File: src/rtl/rob_core.sv
// ============================================================================
//  Module      : rob_core
//  Description : Reorder buffer. Allocates tags at issue, captures CDB
//                results, answers operand queries, retires in program order
//                and flushes on a mispredicted branch.
//                Optional: ROB_CDB_BYPASS_EN forwards a same-cycle CDB
//                broadcast to the operand query ports.
//  Revision    : 1.0 - initial release
// ============================================================================
`default_nettype none

module rob_core #(
    parameter int         IDX_W    = 4,
    parameter int         TAG_W    = IDX_W + 1,
    parameter logic [5:0] NULL_REG = 6'd32
) (
    input  logic             clk,
    input  logic             rst,
    input  logic             rdy,
    input  logic             issue_sgn,
    input  logic [5:0]       issue_rd,
    output logic [TAG_W-1:0] rob_new_entry,
    output logic             rob_full,
    input  logic             cdb_valid,
    input  logic [TAG_W-1:0] cdb_entry,
    input  logic [31:0]      cdb_value,
    input  logic             cdb_mispredict,
    input  logic [31:0]      cdb_target,
    input  logic [TAG_W-1:0] qj_entry,
    input  logic [TAG_W-1:0] qk_entry,
    output logic             qj_ready,
    output logic [31:0]      qj_value,
    output logic             qk_ready,
    output logic [31:0]      qk_value,
    output logic             commit_sgn,
    output logic [TAG_W-1:0] rob_entry,
    output logic [5:0]       rob_des,
    output logic [31:0]      rob_result,
    output logic             flush,
    output logic [31:0]      flush_pc
);

    localparam int               DEPTH      = 1 << IDX_W;
    localparam logic [TAG_W-1:0] c_NULL_TAG = {1'b1, {IDX_W{1'b0}}};
    localparam logic [IDX_W:0]   c_FULL_CNT = {1'b1, {IDX_W{1'b0}}};

    logic             r_busy   [DEPTH];
    logic             r_ready  [DEPTH];
    logic [5:0]       r_rd     [DEPTH];
    logic [31:0]      r_value  [DEPTH];
    logic             r_misp   [DEPTH];
    logic [31:0]      r_target [DEPTH];
    logic [IDX_W-1:0] r_head;
    logic [IDX_W-1:0] r_tail;
    logic [IDX_W:0]   r_count;

    logic             w_full;
    logic             w_do_issue;
    logic             w_commit;
    logic             w_flush;
    logic             w_cdb_hit;
    logic [IDX_W-1:0] w_cdb_idx;
    logic [IDX_W-1:0] w_qj_idx;
    logic [IDX_W-1:0] w_qk_idx;

    assign w_full        = (r_count == c_FULL_CNT);
    assign w_do_issue    = issue_sgn && !w_full;
    assign w_commit      = r_busy[r_head] && r_ready[r_head];
    assign w_flush       = w_commit && r_misp[r_head];
    assign w_cdb_idx     = cdb_entry[IDX_W-1:0];
    assign w_cdb_hit     = cdb_valid && !cdb_entry[IDX_W] && r_busy[w_cdb_idx];
    assign w_qj_idx      = qj_entry[IDX_W-1:0];
    assign w_qk_idx      = qk_entry[IDX_W-1:0];
    assign rob_new_entry = {1'b0, r_tail};
    assign rob_full      = w_full;

    always_ff @(posedge clk) begin
        if (rst) begin
            for (int i = 0; i < DEPTH; i++) begin
                r_busy[i]   <= 1'b0;
                r_ready[i]  <= 1'b0;
                r_rd[i]     <= NULL_REG;
                r_value[i]  <= 32'd0;
                r_misp[i]   <= 1'b0;
                r_target[i] <= 32'd0;
            end
            r_head     <= '0;
            r_tail     <= '0;
            r_count    <= '0;
            commit_sgn <= 1'b0;
            rob_entry  <= c_NULL_TAG;
            rob_des    <= NULL_REG;
            rob_result <= 32'd0;
            flush      <= 1'b0;
            flush_pc   <= 32'd0;
        end else if (!rdy) begin
            commit_sgn <= 1'b0;
            flush      <= 1'b0;
        end else begin
            if (w_cdb_hit) begin
                r_ready[w_cdb_idx]  <= 1'b1;
                r_value[w_cdb_idx]  <= cdb_value;
                r_misp[w_cdb_idx]   <= cdb_mispredict;
                r_target[w_cdb_idx] <= cdb_target;
            end
            if (w_do_issue) begin
                r_busy[r_tail]  <= 1'b1;
                r_ready[r_tail] <= 1'b0;
                r_rd[r_tail]    <= issue_rd;
                r_misp[r_tail]  <= 1'b0;
                r_tail          <= r_tail + 1'b1;
            end
            if (w_commit) begin
                r_busy[r_head] <= 1'b0;
                r_head         <= r_head + 1'b1;
                rob_entry      <= {1'b0, r_head};
                rob_des        <= r_rd[r_head];
                rob_result     <= r_value[r_head];
            end
            case ({w_do_issue, w_commit})
                2'b10:   r_count <= r_count + 1'b1;
                2'b01:   r_count <= r_count - 1'b1;
                default: r_count <= r_count;
            endcase
            commit_sgn <= w_commit;
            flush      <= w_flush;
            // A flush wins over every other update on the same edge, including the issue.
            if (w_flush) begin
                flush_pc <= r_target[r_head];
                for (int i = 0; i < DEPTH; i++) begin
                    r_busy[i] <= 1'b0;
                end
                r_head  <= '0;
                r_tail  <= '0;
                r_count <= '0;
            end
        end
    end

    always_comb begin
        qj_ready = !qj_entry[IDX_W] && r_busy[w_qj_idx] && r_ready[w_qj_idx];
        qj_value = qj_ready ? r_value[w_qj_idx] : 32'd0;
        qk_ready = !qk_entry[IDX_W] && r_busy[w_qk_idx] && r_ready[w_qk_idx];
        qk_value = qk_ready ? r_value[w_qk_idx] : 32'd0;
`ifdef ROB_CDB_BYPASS_EN
        if (w_cdb_hit && (qj_entry == cdb_entry)) begin
            qj_ready = 1'b1;
            qj_value = cdb_value;
        end
        if (w_cdb_hit && (qk_entry == cdb_entry)) begin
            qk_ready = 1'b1;
            qk_value = cdb_value;
        end
`endif
    end

endmodule

`default_nettype wire

File: config.mk
export PLATFORM = sky130hd
export DESIGN_NAME = rob_core
export DESIGN_NICKNAME = d
export VERILOG_FILES = /design/src/rtl/rob_core.sv
export SDC_FILE = /design/constraint.sdc
export NUM_CORES = 2
export LEC_CHECK = 0
export CAP_MARGIN = 20
export CORE_MARGIN = 3
export CORE_UTILIZATION = 45
export CTS_CLUSTER_DIAMETER = 150
export CTS_CLUSTER_SIZE = 16
export DETAILED_ROUTE_END_ITERATION = 6
export GPL_TIMING_DRIVEN = 0
export PLACE_DENSITY = 0.65
export SETUP_SLACK_MARGIN = 0.5
export SYNTH_ARGS = -nofsm -noshare
export SYNTH_HDL_FRONTEND = slang
export SYNTH_SLANG_ARGS = --single-unit
File: constraint.sdc
create_clock -name clk -period 6.74 [get_ports clk]
set_input_delay 1.348 -clock clk [delete_from_list [all_inputs] [get_ports clk]]
set_output_delay 1.348 -clock clk [all_outputs]
set_load 0.02 [all_outputs]
==> key figures <==
Logic synthesis
  • Yosys top cell by area: edfxtp_1
  • Synth top area share: 52.5%
  • Syn Inst Count: 4086
  • Ys flop type: edfxtp_1
  • Count of distinct cell types in the synthesized netlist: 61
  • Most common cell in the netlist: edfxtp_1
  • Post-synth EDFFs: 1120
  • Syn Nets: 4189
  • Synth top cells by count: edfxtp_1 (1120), and2_1 (980), mux4_2 (682), clkbuf_1 (325), and3_1 (147)
  • Yosys warnings: 0
  • Synth async-reset ratio: 0%
  • Synthesized area: 0.0641 mm2
  • Top cells by area, synth: edfxtp_1 (52%), mux4_2 (24%), and2_1 (9.6%), dfxtp_1 (4.4%), clkbuf_1 (1.9%)
  • Seq/Total Area, Yosys: 56.9%
  • #FFs+latches synth: 1262
  • Syn Area/Cell: 15.7 um2

Power and ir drop
  • Power per cell area: 212 mW/mm2
  • LEAKAGE: 25.3 nW
  • Worst IR Drop VDD: 209 uV
  • Total Power: 15.5 mW

Die
  • Core Region: 0.140 mm2
  • Die footprint: 0.147 mm2
  • Initial core utilization: 45.6%
  • Die Y: 383 um
  • Num ports: 240
  • Die width: 383 um
  • Std-Cell Rows: 137

Drt
  • Final wirelength: 225000 um
  • Drt first-iter violations: 6035
  • Via total after detailed routing: 41.7k
  • DR DRC count: 0
  • DR WL/cell: 34.9 um
  • Remaining antenna violation count: 0
  • Drt via density: 6.47
  • TritonRoute pass-1 iters: 6

STA
  • Period minus WS final: 6.16 ns
  • Setup-failing EPs final: 0
  • Worst Clk Skew: 0.0408 ns
  • Count of final hold-check violations: 0
  • Worst-margin pin slew: 1.26 ns
  • Tcrit/Tclk final: 91.4%
  • Setup repair after global routing missed its margin: no
  • Max-Slew Margin vs Limit: 16.2%
  • Hold_ws: 0.456 ns
  • Final-report max-slew violation count: 0
  • Fmax: 162 MHz

Clock tree
  • CTS root buf: clkbuf_16
  • Clk sinks: 1262
  • CTS tree: yes
  • Hold_buf cts: 0
  • Post-CTS Setup Bufs: 0
  • CTS max path bufs: 3
  • Num CTS Buffers: 88
  • Clock latency on the worst-skew pair: 0.76 ns
  • Worst-path clk slew: 0.08 ns
  • H-tree levels: 3

Setup path
  • CP Capture Type: primary output
  • Worst setup SP type: primary input
  • Critical path class: primary input to primary output
  • Worst Path Required: 5.39 ns
  • Crit path max fanout: 10
  • Critical Path AT: 4.81 ns

Min path
  • Worst min path class: flip-flop to flip-flop

Place
  • Port Buffers: 227
  • DP Area: 0.0704 mm2
  • Post-DP HPWL: 160000 um
  • GPL Wtd Cong: 0.930

GRT
  • First-pass GRT wire length: 313000 um
  • Gr usage total: 30.5%
  • Global route overflow: 0
  • Vias in the first global route: 41.6k
  • Initial antenna violation count: 27
  • Largest net degree at the start of global routing: 43

Finish
  • Fill count: 11.6k
  • Share of post-route cells with drive strength above 1: 21.9%
  • Area of the multi-input gates: 0.0260 mm2
  • Finished Cell Area: 0.0732 mm2
  • Area Growth Syn to Fin: 14.3%
  • Nets: 4588
  • Storage element area: 0.0365 mm2

Run status
  • Status: finished clean

Run
  • Max cap viols: 0
[power breakdown]
| part | switching, mW | internal, mW |
|---|---|---|
| Sequential | 0.117 | 8.70 |
| Clock | 2.86 | 2.54 |
| Combinational | 0.750 | 0.577 |
| Total | 3.73 | 11.8 |
[worst max-delay path: stages]
cell and delay, ns:
clkbuf_1 0.31, clkbuf_1 0.46, clkbuf_2 0.36, a311oi_1 0.09, a211o_1 0.50, clkbuf_2 0.47, nor2b_1 0.54, clkdlybuf4s50_1 0.70
[path summary, 6_finish.rpt]
| path | end | depth (start not counted) | start | slack, ns |
|---|---|---|---|---|
| max | qk_value[28] | 8 | qk_entry[0] | 0.58 |
| min | rob_result[6] | 2 | rob_result[6] | 0.46 |
| max reg2reg | r_target[12][8] | 6 | r_busy[14] | 1.92 |
| min reg2reg | rob_result[6] | 2 | rob_result[6] | 0.46 |
[layout make-up]
type,count,share of cell area (%)
flip-flops and latches,1262,49.8
multi-input cells,2392,35.5
repair buffers,309,5.30
clock buffers,156,3.40
well taps,1876,3.20
plain buffers,420,2.49
clock inverters,6,0.176
inverters,12,0.0615
diodes,11,0.0376
[flip-flops by register name, indices dropped and copies added, names as in the netlist, named ones only]
register and flops:
r_target 512, r_value 512, r_rd 96, flush_pc 32
rob_result 32, r_busy 16, r_misp 16, r_ready 16
rob_des 6, r_count 5, rob_entry 5, r_head 4
r_tail 4, commit_sgn 1, flush 1
[per-stage QoR]
| step | worst slack (ns) | instances | utilization (%) | setup TNS (ns) |
|---|---|---|---|---|
| 6_report | 0.577 | 6444 | 52.2 | 0 |
| 5_1_grt | 0.564 | 6436 | 52.2 | 0 |
| 4_1_cts | 0.485 | 6429 | 52.1 | 0 |
| 3_5_place_dp | -0.0916 | 6267 | 50.1 | -0.343 |
| 3_3_place_gp | -8.55 | 6189 | 48.9 | -4678.44 |
| 2_1_floorplan | -0.479 | 4086 | - | -275.91 |
[logic make-up (layout without fill, tap and decap cells)]
| logic type | after synthesis | count (layout) | synth area share (%) |
|---|---|---|---|
| compound gates | 183 | 183 | 1.96 |
| xor+xnor | 6 | 6 | 0.0820 |
| fa+ha+maj | 12 | 12 | 0.246 |
| buf+inv | 432 | 903 | 2.66 |
| flops | 1262 | 1262 | 56.9 |
| mux | 696 | 696 | 24.2 |
| other cells | 1 | 12 | 0.00585 |
| simple gates | 1494 | 1494 | 13.9 |
[per-layer routing]
metal,track usage (%),vias to the layer above,wire [um]
met4,14.1,12,11900
met2,47.6,3076,104000
li1,-,16564,-
met3,9.07,623,28400
met1,39.5,21392,80400
met5,0,-,78
[layout by cell type, fill, tap and decap left out, types with 12 or more instances in the layout]
master	n
edfxtp_1	1120
and2_1	980
mux4_2	682
clkbuf_1	379
clkdlybuf4s50_1	227
and3_1	147
dfxtp_1	142
nand2_1	124
clkbuf_16	89
a21oi_1	78
nor2_1	65
nor2b_1	62
buf_2	54
buf_8	32
a32o_1	29
buf_16	25
o21ai_0	20
nor3b_1	19
nand2b_1	19
buf_12	19
clkdlybuf4s15_2	18
nand3_1	17
clkbuf_2	16
or2_2	16
buf_1	15
mux2i_1	13
a32oi_1	12
[timing repair]
item | 4_1_cts | 5_1_grt
endpoints found under the setup margin | 66 | 28
resized for setup | 46 | 19
gates cloned | 0 | 0
No activity file was read; power rests on OpenSTA's default activity.
